$ cat src/rtl/fft_frame_sequencer.sv
// Rotates NUM_BANKS sample banks between the audio writer and the FFT loader, then indexes FFT output bins.
// Optional feature macro: OVERRUN_COUNT_EN enables the saturating dropped-sample counter.
module fft_frame_sequencer #(
  parameter int NUM_BANKS = 2,
  parameter int FFT_LEN   = 512
) (
  input  logic                       clk,
  input  logic                       reset,
  input  logic                       sample_clk,
  input  logic [NUM_BANKS-1:0]       bank_full,
  input  logic [NUM_BANKS-1:0]       bank_empty,
  input  logic                       fft_read,
  output logic [NUM_BANKS-1:0]       bank_write,
  output logic [NUM_BANKS-1:0]       bank_read,
  output logic                       reset_fft,
  output logic                       reset_max,
  output logic                       fft_start,
  output logic [$clog2(FFT_LEN)-1:0] output_index,
  output logic                       frame_done,
  output logic                       overrun,
  output logic [7:0]                 overrun_count,
  output logic [2:0]                 fsm_state
);

  localparam int IDX_W = $clog2(FFT_LEN);
  localparam int PTR_W = $clog2(NUM_BANKS);
  localparam logic [PTR_W-1:0] LAST_BANK = PTR_W'(NUM_BANKS - 1);
  localparam logic [IDX_W-1:0] LAST_BIN  = IDX_W'(FFT_LEN - 1);

  typedef enum logic [2:0] {IDLE, CLEAR, LOAD, START, WAIT, UNLOAD, DONE} state_t;

  state_t           state;
  logic [1:0]       rst_pipe;
  logic             rst;
  logic             sample_q;
  logic             sample_rise;
  logic [PTR_W-1:0] wp;
  logic [PTR_W-1:0] rp;
  logic [PTR_W-1:0] wp_next;
  logic [PTR_W-1:0] rp_next;
  logic             in_use;
  logic             write_cur;
  logic             write_next;
  logic             drop;

  function automatic logic [NUM_BANKS-1:0] one_hot(input logic [PTR_W-1:0] p);
    return NUM_BANKS'(1) << p;
  endfunction

  // Reset asserts immediately but releases on a clock edge.
  always_ff @(posedge clk or posedge reset) begin
    if (reset) rst_pipe <= 2'b11;
    else       rst_pipe <= {rst_pipe[0], 1'b0};
  end
  assign rst = rst_pipe[1];

  assign sample_rise = sample_clk & ~sample_q;
  assign wp_next     = (wp == LAST_BANK) ? '0 : wp + 1'b1;
  assign rp_next     = (rp == LAST_BANK) ? '0 : rp + 1'b1;
  // During DONE the old read bank is already released, so the writer may move onto it.
  assign in_use      = (state != IDLE) && (state != DONE);
  assign write_cur   = sample_rise && !bank_full[wp];
  assign write_next  = sample_rise && bank_full[wp] && bank_empty[wp_next] &&
                       !(in_use && (wp_next == rp));
  assign drop        = sample_rise && !write_cur && !write_next;

  always_ff @(posedge clk or posedge rst) begin
    if (rst) begin
      sample_q   <= 1'b0;
      wp         <= '0;
      bank_write <= '0;
      overrun    <= 1'b0;
    end else begin
      sample_q   <= sample_clk;
      bank_write <= '0;
      overrun    <= drop;
      if (write_cur) begin
        bank_write <= one_hot(wp);
      end else if (write_next) begin
        wp         <= wp_next;
        bank_write <= one_hot(wp_next);
      end
    end
  end

`ifdef OVERRUN_COUNT_EN
  always_ff @(posedge clk or posedge rst) begin
    if (rst)                                 overrun_count <= 8'd0;
    else if (drop && overrun_count != 8'hFF) overrun_count <= overrun_count + 8'd1;
  end
`else
  assign overrun_count = 8'd0;
`endif

  always_ff @(posedge clk or posedge rst) begin
    if (rst) begin
      state        <= IDLE;
      rp           <= '0;
      reset_fft    <= 1'b0;
      reset_max    <= 1'b0;
      fft_start    <= 1'b0;
      output_index <= '0;
      frame_done   <= 1'b0;
    end else begin
      reset_fft  <= 1'b0;
      reset_max  <= 1'b0;
      fft_start  <= 1'b0;
      frame_done <= 1'b0;
      case (state)
        IDLE: begin
          if ((rp != wp) && bank_full[rp]) begin
            state     <= CLEAR;
            reset_fft <= 1'b1;
            reset_max <= 1'b1;
          end
        end
        CLEAR: state <= LOAD;
        LOAD: begin
          if (bank_empty[rp]) begin
            state     <= START;
            fft_start <= 1'b1;
          end
        end
        START: state <= WAIT;
        WAIT: begin
          output_index <= '0;
          if (fft_read) begin
            state        <= UNLOAD;
            output_index <= IDX_W'(1);
          end
        end
        UNLOAD: begin
          if (fft_read) begin
            output_index <= output_index + 1'b1;
            if (output_index == LAST_BIN) begin
              state      <= DONE;
              frame_done <= 1'b1;
            end
          end
        end
        DONE: begin
          rp           <= rp_next;
          output_index <= '0;
          state        <= IDLE;
        end
        default: state <= IDLE;
      endcase
    end
  end

  // Read enable drops in the same cycle the bank reports empty.
  assign bank_read = ((state == LOAD) && !bank_empty[rp]) ? one_hot(rp) : '0;
  assign fsm_state = state;

endmodule
$ cat config.mk
export PLATFORM = sky130hd
export DESIGN_NAME = fft_frame_sequencer
export DESIGN_NICKNAME = d
export VERILOG_FILES = /design/src/rtl/fft_frame_sequencer.sv
export SDC_FILE = /design/constraint.sdc
export NUM_CORES = 1
export LEC_CHECK = 0
export BUFFER_PORTS_ARGS = -buffer_cell sky130_fd_sc_hd__buf_2
export CORE_ASPECT_RATIO = 1.2
export CORE_MARGIN = 4
export CORE_UTILIZATION = 40
export DETAILED_ROUTE_END_ITERATION = 10
export GPL_TIMING_DRIVEN = 0
export PLACE_DENSITY = 0.68
export REMOVE_ABC_BUFFERS = 1
export SLEW_MARGIN = 0
export SYNTH_ARGS = -nofsm -noshare
export SYNTH_HDL_FRONTEND = slang
export SYNTH_SLANG_ARGS = --single-unit
$ cat constraint.sdc
create_clock -name clk -period 0.9 [get_ports clk]
set_input_delay 0.09 -clock clk [delete_from_list [all_inputs] [get_ports clk]]
set_output_delay 0.09 -clock clk [all_outputs]
set_load 0.03 [all_outputs]
==> flow_summary.toml, run 1 <==
[cts]
htree_levels = 1
cts.sinks = 23
path_clk_slew_ps = 140
clock_tree.root_cell = "clkbuf_4"
clock_latency_ps = 330
cts_tree = "built"
cts_buffers = 3
clockBufferDepth = 2

[synth]
synth_top_family_by_area = "simple AND/OR/NAND/NOR gates"
avgSynthCellArea_um2 = 9.419
async_flop_share_pct = 100.0
synth-seq-area-share_pct = 49.10
synth-xor-area-share_pct = 5.207
synth_fa_ha_area_share_pct = 2.125
synth_compound_area_share_pct = 11.58
synth_mux_area_share_pct = 1.700
synthCells = 125
syn-cell-area_um2 = 1177
ys_ff_latch = 23
yosys.area_share.simple_pct = 21.04
netlist-cell-type-count = 35
ys.flop_type = "dfrtp_1"
synth_edf_count = 0
yosysWarnings = 0

[floorplan]
start_util_pct = 41.88
fp.coreArea_um2 = 2811
rows = 21
die_area_um2 = 3879
die_w_um = 57.53
io_pins = 37
die_h_um = 67.43

[min_path]
hold_path_class = "in -> reg"
min_from = "fft_read"
hold_depth = 3
hold_end = "frame_done"

[timing]
max_freq_mhz = 598.1
setup_ws_ps = -771.9
whs_ps = 75.54
setup_viol = 41
period_needed_ps = 1672
period_share_pct = 185.8
fin_setup_tns_ps = -14140
final_max_slew_viol_count = 0
finalHoldViolations = 0
finClkSkew_ps = 13.66
rsz0062_at_grt = "yes"

[worst_setup_path]
cp.arrival_ps = 1890
path_delay_family = "simple AND/OR/NAND/NOR gates"
cp-end-kind = "register"
r2r_end = "fsm_state[0]"
critPathMaxFanout = 2
reg2reg_depth = 8
cp_slowest_stage_delay_ps = 400
path_buf_inv = 0
cp_slowest_cell = "dfrtp_1"
r2r_slack_ps = -770
reg2reg_from = "output_index[0]"
required_ps = 1120
path_cells = "ha_2 -> nand3_2 -> nor2_4 -> ha_4 -> nand3_1 -> o21ai_1 -> nor3_1 -> or3_1"
cp-start-kind = "register"
crit_type = "reg -> reg"

[detailed_routing]
first_iter_violations = 47
ant_nets = 0
wire_per_inst_um = 17.78
drc = 0
wl_mm = 4.126
vias = 1234
firstDrtPassIters = 5
viasPerCell = 5.319

[global_route]
grt_pass1_vias = 1257
grt_max_degree = 22
grt_pass1_wl_mm = 5.740
grt_overflow = 0
grt_usage_pct = 19.06
antenna_found_initial = 0

[finish]
final_cell_mix = "buf_6 (34), buf_4 (28), dfrtp_1 (14)"
register_area_um2 = 586.8
nets = 209
antenna_cells = 0
multi_input_area_um2 = 711.9
fillers = 191
drive_gt1_share_pct = 59.60
area_growth_pct = 77.90
final_common_cell = "buf_6"
fin_cells = 232

[power]
total_power_mw = 5.659
vdd_drop_max_v = 0.002059
p_leak_nw = 0.9629
powerDensity_nw_per_um2 = 2702

[place]
place_inst = 182
place_hpwl_mm = 1.813
dp_slack_ps = -887.4
io_buffer_count = 28
place_congestion = 0.9097

[run_status]
violations = "negative setup slack"
outcome = "finished with violations"

[flow_run]
cap_violations = 0
[power breakdown]
part	total [mW]	internal, mW	switching, mW
Sequential	1.58	1.27	0.308
Clock	0.503	0.167	0.336
Combinational	3.58	1.77	1.81
[Yosys cell counts, types with 3 or more instances]
cell      instances  area (um^2)
a21oi_1           6        30.03
buf_2             3        15.01
buf_4             9        67.56
dfrtp_1          21        525.5
inv_1             3        11.26
nand2_1          13        48.80
nand2b_1          3        18.77
nand3_1           6        30.03
nand4_1           4        25.02
nor2_1           12        45.04
o21ai_0           6        30.03
xnor2_1           5        43.79
[what timing repair did]
item                                   CTS  global route
gates resized for setup                 92            25
pin swaps                               12            13
endpoints found under the hold margin    3             0
hold buffers                             2             0
setup endpoints to repair               62            41
setup buffers                           27            21
[worst max path at each step]
stage | from | to | slack (ps) | cells past startpoint
finish | output_index[0] | fsm_state[0] | -770 | 8
global route | output_index[1] | fsm_state[0] | -870 | 8
floorplan | output_index[0] | fsm_state[0] | -930 | 8
global placement | output_index[0] | fsm_state[0] | -870 | 8
CTS | output_index[0] | fsm_state[0] | -710 | 8
detailed placement | output_index[0] | fsm_state[0] | -890 | 8
[worst reg2reg max path, stage by stage, from the launching register on]
cell     delay (ps)
dfrtp_1         400
ha_2            230
nand3_2         110
nor2_4          120
ha_4            130
nand3_1          70
o21ai_1          80
nor3_1           60
or3_1           360
[stage by stage]
stage | instance area (um^2) | utilization [%]
after floorplan | 1121 | -
after global placement | 1304 | 46.37
after detailed placement | 1304 | 46.37
after CTS | 1863 | 66.27
after global routing | 2095 | 74.50
final | 2095 | 74.50
[layout make-up]
cell class | instances | share of cell area, %
Clock buffer | 3 | 1.075
Sequential cell | 23 | 28.02
Inverter | 5 | 1.314
Clock inverter | 1 | 0.2389
Tap cell | 34 | 2.031
Timing Repair Buffer | 74 | 33.33
Multi-Input combinational cell | 92 | 33.99
[per-layer routing]
| metal | GRT usage (%) | up-vias | share of wire, % |
|---|---|---|---|
| met3 | 3.633 | 15 | 5.2 |
| met1 | 23.49 | 610 | 39 |
| met4 | 8.406 | 0 | 2.6 |
| met2 | 32.34 | 49 | 53 |
| met5 | 0 | - | 0 |
| li1 | - | 560 | - |
[state kept, by name, summed over array words and instances (netlist names)]
signal / count
wp: 1
fft_start: 1
bank_write: 2
reset_max: 1
frame_done: 1
fsm_state: 3
output_index: 9
sample_q: 1
rp: 1
rst_pipe: 2
overrun: 1
[logic make-up (layout without fill, tap and decap cells)]
kind of cell | after synthesis | after routing
and+or+nand+nor | 50 | 50
DFF | 23 | 23
AOI/OAI and AO/OA | 22 | 22
buffers and inverters | 18 | 83
xor gates and xnor gates | 7 | 7
adders and majority gates | 2 | 2
muxes | 2 | 2
other | 1 | 9
Power figures use the tool's default switching activity.
==> run 2, diff against run 1 <==
- ABC_AREA: not set -> 1
- PLACE_DENSITY: 0.68 -> 0.66
==> flow_summary.toml, run 2 <==
[min_path]
hold_depth = 3
min_from = "fft_read"
hold_end = "output_index[0]"
hold_path_class = "in -> reg"

[synth]
ys.flop_type = "dfrtp_1"
synth_edf_count = 0
netlist-cell-type-count = 21
syn-cell-area_um2 = 1306
synthTopCellsByArea = "dfrtp_1 (40%), nand2_1 (14%), nand3_1 (6.5%)"
ys_ff_latch = 23
synth_largest_area_cell = "dfrtp_1"
yosysWarnings = 0
synth_top_area_share_pct = 40.23
synth_most_common_cell = "nand2_1"
synth-seq-area-share_pct = 44.25
async_flop_share_pct = 100.0
synth_common_cells = "nand2_1 (48), dfrtp_1 (21), inv_1 (20), nor2_1 (19), nand3_1 (17)"
synthCells = 172
avgSynthCellArea_um2 = 7.594

[detailed_routing]
drc = 0
first_iter_violations = 52
vias = 1370
viasPerCell = 5.000
ant_nets = 0
firstDrtPassIters = 4
wire_per_inst_um = 13.56
wl_mm = 3.715

[worst_setup_path]
cp.arrival_ps = 1660
cp-end-kind = "register"
reg2reg_depth = 11
required_ps = 1130
r2r_slack_ps = -530
crit_type = "reg -> reg"
r2r_end = "fsm_state[0]"
cp-start-kind = "register"
reg2reg_from = "output_index[1]"
critPathMaxFanout = 3

[floorplan]
io_pins = 37
die_h_um = 70.60
die_w_um = 60.17
fp.coreArea_um2 = 3110
die_area_um2 = 4248
start_util_pct = 42.00
rows = 22

[finish]
area_growth_pct = 74.62
antenna_cells = 0
drive_gt1_share_pct = 55.88
largest_reg_flops = 9
top_register = "output_index"
fillers = 234
nets = 249
fin_util_pct = 73.33
final_cell_mix = "nand2_1 (38), buf_6 (38), buf_4 (17), inv_1 (16), dfrtp_1 (15)"

[timing]
setup_ws_ps = -526.2
rsz0062_at_grt = "yes"
finClkSkew_ps = 12.75
period_needed_ps = 1426
period_share_pct = 158.5
max_freq_mhz = 701.2
finalHoldViolations = 0
final_max_slew_viol_count = 0
setup_viol = 40

[power]
comb_power_share_pct = 68.2
powerDensity_nw_per_um2 = 2759
vdd_drop_max_v = 0.002172
p_clk_share_pct = 7.9
p_leak_nw = 1.124
p_seq_share_pct = 23.9
p_int_mw = 3.326
power.switching_mw = 2.967
swShare_pct = 47.15

[run_status]
violations = "negative setup slack"
outcome = "finished with violations"

[cts]
htree_levels = 1
cts_tree = "built"
cts_buffers = 3
clock_latency_ps = 320
path_clk_slew_ps = 140
cts.sinks = 23
clock_tree.root_cell = "clkbuf_4"
clockBufferDepth = 2

[place]
io_buffer_count = 28
place_congestion = 0.8211
dp_slack_ps = -780.4
place_hpwl_mm = 1.884

[global_route]
grt_max_degree = 22
grt_usage_pct = 18.43
antenna_found_initial = 0
grt_overflow = 0
grt_pass1_wl_mm = 6.078
grt_pass1_vias = 1304

[flow_run]
cap_violations = 0
==> run 2: area by class of cell <==
type,instances,area (um^2),share of cell area (%)
multi-input combinational,120,859.6,37.69
inverter,25,122.6,5.376
timing repair buffer,66,640.6,28.09
sequential,23,585.6,25.67
tap,36,45.04,1.975
clock inverter,1,5.005,0.2194
clock buffer,3,22.52,0.9874
==> run 2: worst max-delay path by stage <==
stage / startpoint / to / slack (ps) / cells after the start
finish: output_index[1] / fsm_state[0] / -530 / 11
global placement: output_index[0] / fsm_state[0] / -770 / 11
CTS: output_index[1] / fsm_state[0] / -490 / 11
detailed placement: output_index[0] / fsm_state[0] / -780 / 11
floorplan: output_index[0] / fsm_state[0] / -830 / 11
global route: output_index[1] / fsm_state[0] / -640 / 11
==> run 2: repair_timing <==
action / 4_1_cts / 5_1_grt
cloned: 1 / 0
hold endpoints to repair: 3 / 0
endpoints found under the setup margin: 62 / 40
pin swaps: 21 / 25
hold buffers: 2 / 0
buffers inserted: 24 / 17
resized for setup: 100 / 53
==> run 2: kinds of logic after synthesis <==
logic type | Yosys count | share of synthesized area [%]
adder cells (fa/ha/maj) | 2 | 1.915
buffers and inverters | 38 | 14.56
AO/OA/AOI/OAI | 8 | 3.352
AND/OR/NAND/NOR | 99 | 34.96
flip-flops | 23 | 44.25
XOR/XNOR | 1 | 0.6706
other | 1 | 0.2871
==> run 2: worst max-delay path, cell delays in order (launching register included) <==
cell and delay [ps]:
dfrtp_1 410, ha_4 150, nand3_2 60, nor3_2 120, ha_2 200, inv_2 50
nand2_2 60, nand2_2 60, nand2_4 70, nand3_2 50, nand2_1 60, nand2_1 50
==> run 2: metal layers <==
layer / GRT usage (%) / up-vias / share of wire [%]
li1: - / 657 / -
met1: 22.29 / 672 / 38
met2: 31.49 / 32 / 56
met3: 3.102 / 9 / 4.0
met4: 7.635 / 0 / 1.6
met5: 0 / - / 0
==> run 2: metrics by stage <==
stage | instance area, um^2 | power [mW] | setup TNS, ps | hold slack, ps | std cells
global route | 2281 | 6.687 | -11740 | 44.04 | 274
finish | 2281 | 6.293 | -9398 | 70.77 | 274
floorplan | 1240 | 2.914 | -8847 | 1.500 | 167
detailed placement | 1425 | 3.371 | -9882 | 121.8 | 231
CTS | 1997 | 5.396 | -8214 | 50.66 | 262
global placement | 1425 | 3.347 | -8984 | 114.6 | 231
==> run 2: power groups by stage <==
| stage | clock network, mW | logic (mW) | registers, mW |
|---|---|---|---|
| after floorplan | 0 | 1.05 | 1.86 |
| after global placement | 0 | 1.76 | 1.59 |
| after detailed placement | 0 | 1.79 | 1.58 |
| after CTS | 0.500 | 3.41 | 1.49 |
| after global routing | 0.570 | 4.59 | 1.53 |
| final | 0.494 | 4.29 | 1.50 |
